$ cat src/rtl/decode_buffer_if.sv
// Fetch/decode handshake bundle for the decode buffer.
// The master side is fetch plus decode; the slave side is the buffer.
interface decode_buffer_if #(
   parameter int DEPTH  = 4,
   parameter int PC_W   = 32,
   parameter int INST_W = 32,
   parameter int CNT_W  = $clog2(DEPTH) + 1
);
   logic              in_valid;
   logic              in_ready;
   logic [PC_W-1:0]   in_pc;
   logic [INST_W-1:0] in_inst;
   logic              out_valid;
   logic              out_ready;
   logic [PC_W-1:0]   out_pc;
   logic [INST_W-1:0] out_inst;
   logic              out_is_jb;
   logic              out_delay_slot;
   logic              out_adel;
   logic [CNT_W-1:0]  count;

   modport master (
      output in_valid, in_pc, in_inst, out_ready,
      input  in_ready, out_valid, out_pc, out_inst, out_is_jb,
             out_delay_slot, out_adel, count
   );

   modport slave (
      input  in_valid, in_pc, in_inst, out_ready,
      output in_ready, out_valid, out_pc, out_inst, out_is_jb,
             out_delay_slot, out_adel, count
   );
endinterface

$ cat src/rtl/decode_buffer.sv
// Circular fetch-to-decode instruction queue with enqueue-time pre-decode
// (jump/branch, delay slot, misaligned PC) and whole-queue flush.
module decode_buffer #(
   parameter int DEPTH  = 4,
   parameter int PC_W   = 32,
   parameter int INST_W = 32
) (
   input  logic           clk,
   input  logic           reset,
   input  logic           flush,
   decode_buffer_if.slave bus
);
   localparam int PTR_W = $clog2(DEPTH);
   localparam int CNT_W = $clog2(DEPTH) + 1;

   logic [PC_W-1:0]   pc_q   [DEPTH];
   logic [INST_W-1:0] inst_q [DEPTH];
   logic              jb_q   [DEPTH];
   logic              ds_q   [DEPTH];
   logic              adel_q [DEPTH];

   logic [PTR_W-1:0] wr_ptr_q, wr_ptr_d;
   logic [PTR_W-1:0] rd_ptr_q, rd_ptr_d;
   logic [CNT_W-1:0] count_q, count_d;
   logic             last_jb_q, last_jb_d;

   logic in_ready, out_valid, enq, deq;
   logic pre_jb, pre_adel;

   function automatic logic is_jump_branch(input logic [INST_W-1:0] inst);
      logic [5:0] opcode;
      logic [4:0] rt;
      logic [5:0] funct;
      opcode = inst[31:26];
      rt     = inst[20:16];
      funct  = inst[5:0];
      case (opcode)
         6'b000010, 6'b000011,
         6'b000100, 6'b000101,
         6'b000110, 6'b000111: is_jump_branch = 1'b1;
         6'b000001: is_jump_branch = (rt == 5'b00000) || (rt == 5'b00001) ||
                                     (rt == 5'b10000) || (rt == 5'b10001);
         6'b000000: is_jump_branch = (funct == 6'b001000) || (funct == 6'b001001);
         default:   is_jump_branch = 1'b0;
      endcase
   endfunction

   // Ready/valid come only from registered state (plus flush/reset), never from the peer handshake.
   assign in_ready  = (count_q != CNT_W'(DEPTH)) & ~flush & ~reset;
   assign out_valid = (count_q != '0);
   assign enq       = bus.in_valid & in_ready;
   assign deq       = out_valid & bus.out_ready;

   assign pre_jb   = is_jump_branch(bus.in_inst);
   assign pre_adel = (bus.in_pc[1:0] != 2'b00);

   assign bus.in_ready       = in_ready;
   assign bus.out_valid      = out_valid;
   assign bus.out_pc         = pc_q[rd_ptr_q];
   assign bus.out_inst       = inst_q[rd_ptr_q];
   assign bus.out_is_jb      = jb_q[rd_ptr_q];
   assign bus.out_delay_slot = ds_q[rd_ptr_q];
   assign bus.out_adel       = adel_q[rd_ptr_q];
   assign bus.count          = count_q;

   always_comb begin
      wr_ptr_d  = wr_ptr_q;
      rd_ptr_d  = rd_ptr_q;
      count_d   = count_q;
      last_jb_d = last_jb_q;
      if (flush) begin
         // A dequeue in the flush cycle is still taken by decode; the buffer simply forgets it.
         wr_ptr_d  = '0;
         rd_ptr_d  = '0;
         count_d   = '0;
         last_jb_d = 1'b0;
      end else begin
         if (enq) begin
            wr_ptr_d  = wr_ptr_q + PTR_W'(1);
            last_jb_d = pre_jb;
         end
         if (deq) begin
            rd_ptr_d = rd_ptr_q + PTR_W'(1);
         end
         case ({enq, deq})
            2'b10:   count_d = count_q + CNT_W'(1);
            2'b01:   count_d = count_q - CNT_W'(1);
            default: count_d = count_q;
         endcase
      end
   end

   always_ff @(posedge clk) begin
      if (reset) begin
         wr_ptr_q  <= '0;
         rd_ptr_q  <= '0;
         count_q   <= '0;
         last_jb_q <= 1'b0;
         for (int i = 0; i < DEPTH; i++) begin
            pc_q[i]   <= '0;
            inst_q[i] <= '0;
            jb_q[i]   <= 1'b0;
            ds_q[i]   <= 1'b0;
            adel_q[i] <= 1'b0;
         end
      end else begin
         wr_ptr_q  <= wr_ptr_d;
         rd_ptr_q  <= rd_ptr_d;
         count_q   <= count_d;
         last_jb_q <= last_jb_d;
         if (enq) begin
            pc_q[wr_ptr_q]   <= bus.in_pc;
            inst_q[wr_ptr_q] <= bus.in_inst;
            jb_q[wr_ptr_q]   <= pre_jb;
            ds_q[wr_ptr_q]   <= last_jb_q;
            adel_q[wr_ptr_q] <= pre_adel;
         end
      end
   end
endmodule

$ cat src/flat_wrapper.sv
// flat-port wrapper written by rule: the top's interface ports become plain ports
module decode_buffer_flat 
#(
   parameter int DEPTH  = 4,
   parameter int PC_W   = 32,
   parameter int INST_W = 32
)
  (clk, reset, flush, bus_in_valid, bus_in_pc, bus_in_inst, bus_out_ready, bus_in_ready, bus_out_valid, bus_out_pc, bus_out_inst, bus_out_is_jb, bus_out_delay_slot, bus_out_adel, bus_count);
  decode_buffer_if #(.DEPTH(DEPTH), .PC_W(PC_W), .INST_W(INST_W)) bus_i ();
  input  logic clk;
  input  logic reset;
  input  logic flush;
  input wire logic [$bits(bus_i.in_valid)-1:0] bus_in_valid;
  input wire logic [$bits(bus_i.in_pc)-1:0] bus_in_pc;
  input wire logic [$bits(bus_i.in_inst)-1:0] bus_in_inst;
  input wire logic [$bits(bus_i.out_ready)-1:0] bus_out_ready;
  output wire logic [$bits(bus_i.in_ready)-1:0] bus_in_ready;
  output wire logic [$bits(bus_i.out_valid)-1:0] bus_out_valid;
  output wire logic [$bits(bus_i.out_pc)-1:0] bus_out_pc;
  output wire logic [$bits(bus_i.out_inst)-1:0] bus_out_inst;
  output wire logic [$bits(bus_i.out_is_jb)-1:0] bus_out_is_jb;
  output wire logic [$bits(bus_i.out_delay_slot)-1:0] bus_out_delay_slot;
  output wire logic [$bits(bus_i.out_adel)-1:0] bus_out_adel;
  output wire logic [$bits(bus_i.count)-1:0] bus_count;
  assign bus_i.in_valid = bus_in_valid;
  assign bus_i.in_pc = bus_in_pc;
  assign bus_i.in_inst = bus_in_inst;
  assign bus_i.out_ready = bus_out_ready;
  assign bus_in_ready = bus_i.in_ready;
  assign bus_out_valid = bus_i.out_valid;
  assign bus_out_pc = bus_i.out_pc;
  assign bus_out_inst = bus_i.out_inst;
  assign bus_out_is_jb = bus_i.out_is_jb;
  assign bus_out_delay_slot = bus_i.out_delay_slot;
  assign bus_out_adel = bus_i.out_adel;
  assign bus_count = bus_i.count;
  decode_buffer #(.DEPTH(DEPTH), .PC_W(PC_W), .INST_W(INST_W)) u_core (.clk(clk), .reset(reset), .flush(flush), .bus(bus_i));
endmodule
$ cat config.mk
export PLATFORM = sky130hd
export DESIGN_NAME = decode_buffer_flat
export DESIGN_NICKNAME = d
export VERILOG_FILES = /design/src/rtl/decode_buffer_if.sv /design/src/rtl/decode_buffer.sv /design/src/flat_wrapper.sv
export SDC_FILE = /design/constraint.sdc
export NUM_CORES = 1
export LEC_CHECK = 0
export CORE_MARGIN = 3
export CORE_UTILIZATION = 45
export CTS_BUF_LIST = sky130_fd_sc_hd__clkbuf_4 sky130_fd_sc_hd__clkbuf_8
export CTS_CLUSTER_SIZE = 28
export DETAILED_ROUTE_END_ITERATION = 16
export PLACE_DENSITY = 0.76
export SETUP_SLACK_MARGIN = 0.2
export SYNTH_ARGS = -nofsm -noshare
export SYNTH_HDL_FRONTEND = slang
export SYNTH_SLANG_ARGS = --single-unit
export TNS_END_PERCENT = 5
$ cat constraint.sdc
create_clock -name clk -period 3.96 [get_ports clk]
set_clock_uncertainty 0.1 [all_clocks]
set_input_delay 0.99 -clock clk [delete_from_list [all_inputs] [get_ports clk]]
set_output_delay 0.99 -clock clk [all_outputs]
set_load 0.05 [all_outputs]
# --- Yosys cells after proc, flatten, opt, wreduce, memory -nomap -nowiden ---
# Memories as Yosys holds them, arrays and structs flattened. A register that Yosys moved wholly into a read port is not among the register bits.
# Cells that the tools add are included.
op_classes:
  eq_ne: 15
  bitwise: 6
  n_reduce_logical: 16
  mux: 32
  addsub: 4
op_table:
  columns: ["operator", "count"]
  rows:
  - ["two-way mux 32 bit", 2]
  - ["OR reduction 32 bit", 2]
  - ["two-way mux 2 bit", 15]
  - ["equality test 6 x 3 -> 1 bit (second input constant)", 4]
  - ["two-way mux 1 bit", 13]
  - ["equality test 6 x 2 -> 1 bit (second input constant)", 2]
  - ["equality test 6 x 4 -> 1 bit (second input constant)", 2]
  - ["equality test 5 bit (second input constant)", 2]
  - ["equality test 6 x 1 -> 1 bit (second input constant)", 1]
  - ["logical NOT 6 bit", 1]
  - ["one-hot mux 3 bit (2 select lines)", 1]
  - ["OR reduction 6 bit", 1]
  - ["equality test 5 x 1 -> 1 bit (second input constant)", 1]
  - ["logical NOT 5 bit", 1]
  - ["adder 2 x 1 -> 2 bit (second input constant)", 2]
  - ["AND 1 bit", 4]
  - ["logical OR 1 bit", 4]
  - ["nonzero test 2 bit", 2]
  - ["adder 3 x 1 -> 3 bit (second input constant)", 1]
  - ["inequality test 3 bit (second input constant)", 1]
  - ["one-hot mux 1 bit (3 select lines)", 1]
  - ["nonzero test 3 bit", 1]
  - ["OR reduction 1 bit", 3]
  - ["subtractor 3 x 1 -> 3 bit (second input constant)", 1]
  - ["4 further kinds", 5]
totals:
  mem_count: 5
  ramBits: 268
  regBits: 8
  output_inout_bits: 72
mem_list:
  columns: ["memory", "depth", "word_bits", "read_ports", "rd_clocked_by_memory_dff", "write_ports", "line", "rtl"]
  rows:
  - ["u_core.inst_q", 4, 32, 1, 1, 4, "decode_buffer.sv:17", "logic [INST_W-1:0] inst_q [DEPTH];"]
  - ["u_core.pc_q", 4, 32, 1, 1, 4, "decode_buffer.sv:16", "logic [PC_W-1:0] pc_q [DEPTH];"]
  - ["u_core.adel_q", 4, 1, 1, 1, 4, "decode_buffer.sv:20", "logic adel_q [DEPTH];"]
  - ["u_core.ds_q", 4, 1, 1, 1, 4, "decode_buffer.sv:19", "logic ds_q [DEPTH];"]
  - ["u_core.jb_q", 4, 1, 1, 1, 4, "decode_buffer.sv:18", "logic jb_q [DEPTH];"]

# --- Logic depth before layout (Yosys ltp) ---
# Gate-level depths: netlist of the first run.
depth:
  depth_word: 9
  ltp_mapped: 9
  mapped_depth_nobuf: 8

# --- Worst setup path before layout of the first run ---
# OpenSTA, ideal clock, no wires.
synth_path:
  kind: "input -> register"
  startpoint: "input reset"
  endpoint: "memory u_core.adel_q[3], enable pin"
  setup_ps: 430
  arrival_time_ps: 3225
  required_time_ps: 3430
  setup_slack_ps: 204
  path_stages: 3
  path_cell_list: "or3b_4 nor3_1 o22a_1"
synth_rtl:
  columns: ["item", "line", "rtl"]
  rows:
  - ["from (decl)", "flat_wrapper.sv:11", "input logic reset;"]
  - ["to (decl)", "decode_buffer.sv:20", null]

==> summary.txt, run 1 <==
Outcome
  • Outcome: complete, no violations

Finish
  • Most common cell after layout, fill and taps aside: edfxtp_1
  • Share of cells above drive strength 1: 0.189
  • ANT cells: 0
  • Most frequent cells in the layout: edfxtp_1 (268), and2_1 (193), clkdlybuf4s50_1 (138)
  • Filler cell count: 2,015
  • Fin nets: 944
  • Area grow syn2layout: 22.6%

Setup path
  • Crit-path max FO: 26
  • Worst r2r src: u_core.bus.count[2]
  • Top delay family on crit path: buffers and inverters
  • Critical path's largest stage delay: 0.73 ns
  • Crit path arrival time: between 2 and 3 ns
  • Worst reg-to-reg setup slack: around 1.4 ns
  • Reg2Reg Depth: 8
  • Worst-path cell with the longest stage delay: clkdlybuf4s50_1
  • Worst path buffer plus inverter count: 2
  • Sequence of cells on the critical path: buf_4 -> mux4_2 -> clkdlybuf4s50_1
  • Startpoint Class: flip-flop
  • Critical Path RT: 2.87 ns
  • Critical Path Stages: 3
  • Crit path to: bus_out_inst[1]
  • WS Path Type: reg2out
  • Critical path capture point type: output pin
  • Worst r2r dst: u_core.bus.count[2]

Global route
  • Initial antenna violation count: 0
  • GRT Util Overall: 0.184
  • First-pass GRT wire length: 40,600 um
  • Vias in the first global route: 7,265
  • Overflow after GRT: 0
  • Largest net degree at the start of global routing: just under 70

Die
  • Rows: 59
  • Die height: 170 um
  • Die width: between 150 and 200 um
  • Starting density of the core: 0.461
  • Die area: 28,900 sq um
  • I/O pins: approximately 140
  • Core area: about 26,000 sq um

Logic synthesis
  • Synthesized area per cell: approximately 17 sq um
  • Synth unique cells: 38
  • Synthesized area: about 12,000 sq um
  • Sequential element share of the synthesized area: 0.683
  • Synth Flop Type: edfxtp_1
  • EDFF count, synth: between 200 and 300
  • Area leader, netlist: edfxtp_1
  • Yosys reg bits: 278
  • Synth Warn #: 0
  • Post-synthesis net count: just under 800
  • Area contributors post-synth: edfxtp_1 (67%), mux4_2 (12%), and2_1 (10%)
  • Synth top area share: 0.666
  • Cells after synthesis: roughly 720
  • Post-synthesis async set-or-reset flop share: 0

STA
  • Fin. max-slew vios: 0
  • Highest clock rate: 275 MHz
  • Setup-failing EPs final: 0
  • Setup TNS: 0 ns
  • Worst Tran Pin Value: just under 0.8 ns
  • RSZ-0062 raised after global routing: false
  • Period Utilization, post-route: 0.918
  • Final min period: 3.64 ns
  • Worst relative slew slack: 0.485
  • Hold Vio Cnt, Final: 0
  • Setup ws final: approximately 0.32 ns

Clock network
  • PostCTS Resize Cnt: 0
  • Clock Path Buffers: 3
  • Setup bufs post-CTS: 0
  • Clk Latency, worst-skew pair: 0.53 ns
  • Clock slew at reported path FFs: approximately 0.060 ns
  • CTS tree: built
  • Hold Buf Count CTS: 0
  • TritonCTS Buffers: 45
  • H-Tree Depth: 2
  • # clock sinks: 278
  • Root Driver: clkbuf_8

Pwr
  • Pwr dens: 427 nW/um^2
  • Leak: between 5 and 6 nW
  • VDD IR max: around 0.00026 V

Route
  • WL final: about 26,000 um
  • DR vias: 6,672
  • Iter 0 DRT Violations: approximately 460
  • Drt pass-1 iters: 5
  • Routed Antenna Nets: 0
  • Average wire per standard cell: 21.1 um
  • DRC Markers: 0
  • Via-per-instance ratio: roughly 5.4

Flow run
  • Max Cap Viol: 0

Place
  • Routability cong.: approximately 0.75
  • Dpl ws: around 0.48 ns
  • Hpwl dp: 14,700 um
  • PortBufs: 140

Min path
  • Tightest Hold Check Type: reg2reg
  • Hold Path Depth: 2
worst min path at each step:
stage	startpoint	to	slack, ns
after global routing	u_core.last_jb_q	u_core.last_jb_q	0.49
after floorplan	u_core.last_jb_q	u_core.last_jb_q	0.37
after CTS	u_core.last_jb_q	u_core.last_jb_q	0.42
after global placement	u_core.rd_ptr_q[1]	flip-flop	0.42
after detailed placement	u_core.last_jb_q	u_core.last_jb_q	0.41
final	u_core.last_jb_q	u_core.last_jb_q	0.43
worst reg2reg max path, cell delays in order, from the launching register on:
cell     delay [ns]
dfxtp_1        0.43
or3b_4         0.47
nand2_1        0.23
ha_1           0.23
inv_1          0.06
fa_1           0.37
xor2_1         0.16
or3_1          0.31
a21oi_1        0.14
logic make-up (layout without fill, tap and decap cells):
| family | Yosys count | in the layout | synth area share |
|---|---|---|---|
| AND/OR/NAND/NOR | 298 | 298 | 0.157 |
| flip-flops | 278 | 278 | 0.683 |
| multiplexers | 67 | 67 | 0.125 |
| buffers and inverters | 55 | 239 | 0.0229 |
| AO/OA/AOI/OAI | 12 | 12 | 0.00694 |
| XOR/XNOR | 4 | 4 | 0.00290 |
| adder cells (fa/ha/maj) | 2 | 2 | 0.00269 |
layer usage:
layer	vias to the layer above	share of wire	global-route usage
li1	3027	-	-
met1	3406	0.41	0.244
met2	198	0.51	0.311
met3	41	0.060	0.0365
met4	0	0.020	0.0558
met5	-	0	0
sequential cells by signal, indices dropped and copies added (netlist names), named ones only:
register	count
u_core.last_jb_q	1
u_core.bus.count	3
u_core.rd_ptr_q	2
u_core.jb_q	4
u_core.ds_q	4
u_core.wr_ptr_q	2
u_core.adel_q	4
u_core.inst_q	128
u_core.pc_q	128
area by class of cell:
cell class	count	area, sq um	share of cell area
clock buffer	62	766	0.0517
multi-input combinational	383	3580	0.242
clock inverter	12	80.1	0.00540
timing repair buffer	161	1700	0.115
sequential	278	8260	0.557
inverter	4	15.0	0.00101
tap	335	419	0.0283
synth_stat cells, types with 2 or more instances:
cell / count
edfxtp_1: 268
and2_1: 193
mux4_2: 67
and3_1: 65
clkbuf_1: 29
nor2_1: 11
dfxtp_1: 10
buf_2: 9
buf_6: 7
nor3b_1: 6
inv_1: 4
or2_2: 4
a21oi_1: 3
buf_1: 3
nor2b_1: 3
or3_1: 3
xor2_1: 3
clkbuf_2: 2
nand2_1: 2
nor3_1: 2
nor4_4: 2
nor4b_1: 2
o21ai_0: 2
or3b_4: 2
metrics by stage:
step / utilization / hold slack (ns) / instance area, sq um / instances / total power, mW
after floorplan: - / 0.370 / 12100 / 716 / 3.76
after global placement: 0.533 / 0.416 / 14000 / 1161 / 4.02
after detailed placement: 0.533 / 0.415 / 14000 / 1161 / 4.03
after CTS: 0.565 / 0.425 / 14800 / 1235 / 6.38
after global routing: 0.565 / 0.492 / 14800 / 1235 / 6.54
final: 0.565 / 0.429 / 14800 / 1235 / 6.33
power by group:
group | internal [mW] | leakage [nW] | switching, mW | total [mW]
logic | 0.230 | 2.13 | 0.343 | 0.572
clock network | 1.30 | 0.440 | 1.06 | 2.36
registers | 3.36 | 2.84 | 0.0336 | 3.39
total | 4.89 | 5.41 | 1.44 | 6.33
Power figures use the tool's default switching activity.
==> run 2: changes to the inputs <==
clock period = 4.4 ns   (was 3.96 ns; I/O delays follow)
==> run 2 against run 1 <==
Effect of this change: critical path depth stayed put; setup slack better by 0.18 ns; count of clock-buffer cells in the layout is 1 lower; final cell count is 0.16% higher; wire length is 0.98% higher; non-clock buffer count is 6 lower; combinational power is 11% lower; utilization is 0.091 points higher; sequential power is 10% lower.
==> summary.txt, run 2 (synthesis results as in run 1) <==
Finish
  • FF/Latch Area: 8260 sq um (unchanged)
  • Fin nets: 939 (-0.53%)
  • Top Registers: u_core.inst_q x128, u_core.pc_q x128
  • Filler cell count: 2,019 (+0.20%)
  • Multi-input combinational cell area: 3580 sq um (unchanged)
  • Area grow syn2layout: 22.8%
  • Finished Core Util: 0.566 (+0.000907)
  • Most frequent cells in the layout: edfxtp_1 (268), and2_1 (193), clkdlybuf4s50_1 (139)
  • Share of cells above drive strength 1: 0.188 (-0.00132)
  • Most common cell after layout, fill and taps aside: edfxtp_1

Clock network
  • # clock sinks: 278 (unchanged)
  • Clk Latency, worst-skew pair: 0.52 ns (about the same)
  • PostCTS Resize Cnt: 0 (unchanged)
  • TritonCTS Buffers: 46 (+2.2%)
  • Root Driver: clkbuf_8
  • Hold Buf Count CTS: 0 (unchanged)
  • CTS tree: built
  • Clock Path Buffers: 3 (unchanged)
  • Setup bufs post-CTS: 0 (unchanged)
  • H-Tree Depth: 2 (unchanged)
  • Clock slew at reported path FFs: 0.06 ns (about the same)

Setup path
  • Sequence of cells on the critical path: buf_12 -> mux4_2 -> clkdlybuf4s50_1
  • Critical Path Stages: 3 (unchanged)
  • Reg2Reg Depth: 8 (unchanged)
  • Critical path's largest stage delay: 0.74 ns (about the same)
  • WS Path Type: reg2out
  • Worst r2r src: u_core.bus.count[2]
  • Critical Path RT: 3.20 ns (+0.33 ns)
  • Crit-path max FO: 35 (+35%)
  • Crit path to: bus_out_pc[1]
  • Worst reg-to-reg setup slack: 1.35 ns (-0.04 ns)
  • Worst r2r dst: u_core.bus.count[2]
  • Top delay family on crit path: buffers and inverters
  • Worst-path cell with the longest stage delay: dfxtp_4
  • Critical path capture point type: output pin
  • Crit path arrival time: 2.70 ns (+0.15 ns)
  • Startpoint Class: flip-flop
  • Worst path buffer plus inverter count: 2 (unchanged)

Pwr
  • VDD IR max: 0.000223 V (-14%)
  • Leak: 5.42 nW (+0.18%)
  • Pwr dens: 399 nW/um^2 (-6.5%)
  • PnR Total Power: 5.92 mW (-6.4%)

Min path
  • Tightest Hold Check Type: reg2reg

STA
  • RSZ-0062 raised after global routing: false
  • Fin Hold WS: 0.423 ns (-0.00643 ns)
  • Hold Vio Cnt, Final: 0 (unchanged)
  • Worst Tran Pin Value: 0.905 ns (+0.133 ns)
  • Period Utilization, post-route: 0.886
  • Fin. max-slew vios: 0 (unchanged)
  • Setup-failing EPs final: 0 (unchanged)
  • Worst relative slew slack: 0.397 (-0.0883)
  • Final min period: 3.90 ns
  • Setup TNS: 0 ns (unchanged)
  • Highest clock rate: ~260 MHz

Global route
  • First-pass GRT wire length: 40,400 um (-0.41%)
  • Overflow after GRT: 0 (unchanged)
  • Largest net degree at the start of global routing: 69 (+1.5%)
  • Initial antenna violation count: 1 (+1)
  • Vias in the first global route: 7,195 (-0.96%)
  • GRT Util Overall: 0.184 (about the same)

Route
  • WL final: 26,300 um (+0.98%)
  • Average wire per standard cell: 21.3 um (+0.82%)
  • DR vias: 6,637 (-0.52%)
  • Routed Antenna Nets: 0 (unchanged)
  • Via-per-instance ratio: 5.37 (-0.69%)
  • Iter 0 DRT Violations: 464 (+0.22%)
  • Drt pass-1 iters: 4 (-1)
  • DRC Markers: 0 (unchanged)

Place
  • Routability cong.: 0.734 (-2.1%)
  • Hpwl dp: 14,200 um (-3.5%)
  • PortBufs: 140 (unchanged)

Die
  • Die width: 170 um (unchanged)
  • Rows: 59 (unchanged)
  • Core area: 26,200 sq um (unchanged)
  • Starting density of the core: 0.461 (unchanged)
  • Die area: 28,900 sq um (unchanged)
  • Die height: 170 um (unchanged)
  • I/O pins: 141 (unchanged)

Flow run
  • Max Cap Viol: 0 (unchanged)

Outcome
  • Outcome: complete, no violations
-- run 2: how the worst min path moves through the flow --
stage                        from                  to  slack [ns]  cells after the start
4_1_cts          u_core.last_jb_q    u_core.last_jb_q        0.43                      2
2_1_floorplan    u_core.last_jb_q    u_core.last_jb_q        0.37                      2
5_1_grt        u_core.rd_ptr_q[1]  u_core.rd_ptr_q[1]        0.46                      2
3_3_place_gp   u_core.rd_ptr_q[0]  u_core.rd_ptr_q[0]        0.41                      2
6_report         u_core.last_jb_q    u_core.last_jb_q        0.42                      2
3_5_place_dp     u_core.last_jb_q    u_core.last_jb_q        0.41                      2
-- run 2: worst min-delay path: cells and delay by family (launching register included) --
kind,cells,cell delay [ns]
compound gates,2,0.15
flops,1,0.32
-- run 2: area by class of cell --
type,instances,area share
well taps,335,0.0282
repair buffers,155,0.108
clock inverters,20,0.0136
diodes,1,0.000169
multi-input cells,383,0.241
clock buffers,61,0.0519
flip-flops and latches,278,0.556
inverters,4,0.00101
-- run 2: power by group --
group	switching, mW	internal [mW]	total, mW
Sequential	0.0300	3.02	3.05
Combinational	0.307	0.200	0.507
Clock	0.985	1.38	2.36
-- run 2: routing by layer --
| metal | global-route usage | part of all wire | up-vias |
|---|---|---|---|
| met4 | 0.0544 | 0.023 | 0 |
| li1 | - | - | 3035 |
| met5 | 0 | 0 | - |
| met2 | 0.305 | 0.50 | 216 |
| met3 | 0.0337 | 0.056 | 48 |
| met1 | 0.252 | 0.42 | 3338 |
-- run 2: per-stage QoR --
stage                     area [sq um]  setup slack [ns]  std cells
after CTS                        14800             0.448       1236
after global placement           13900             0.798       1155
after global routing             14800             0.374       1237
after floorplan                  12100             0.534        716
after detailed placement         13900             0.804       1155
final                            14800             0.501       1237
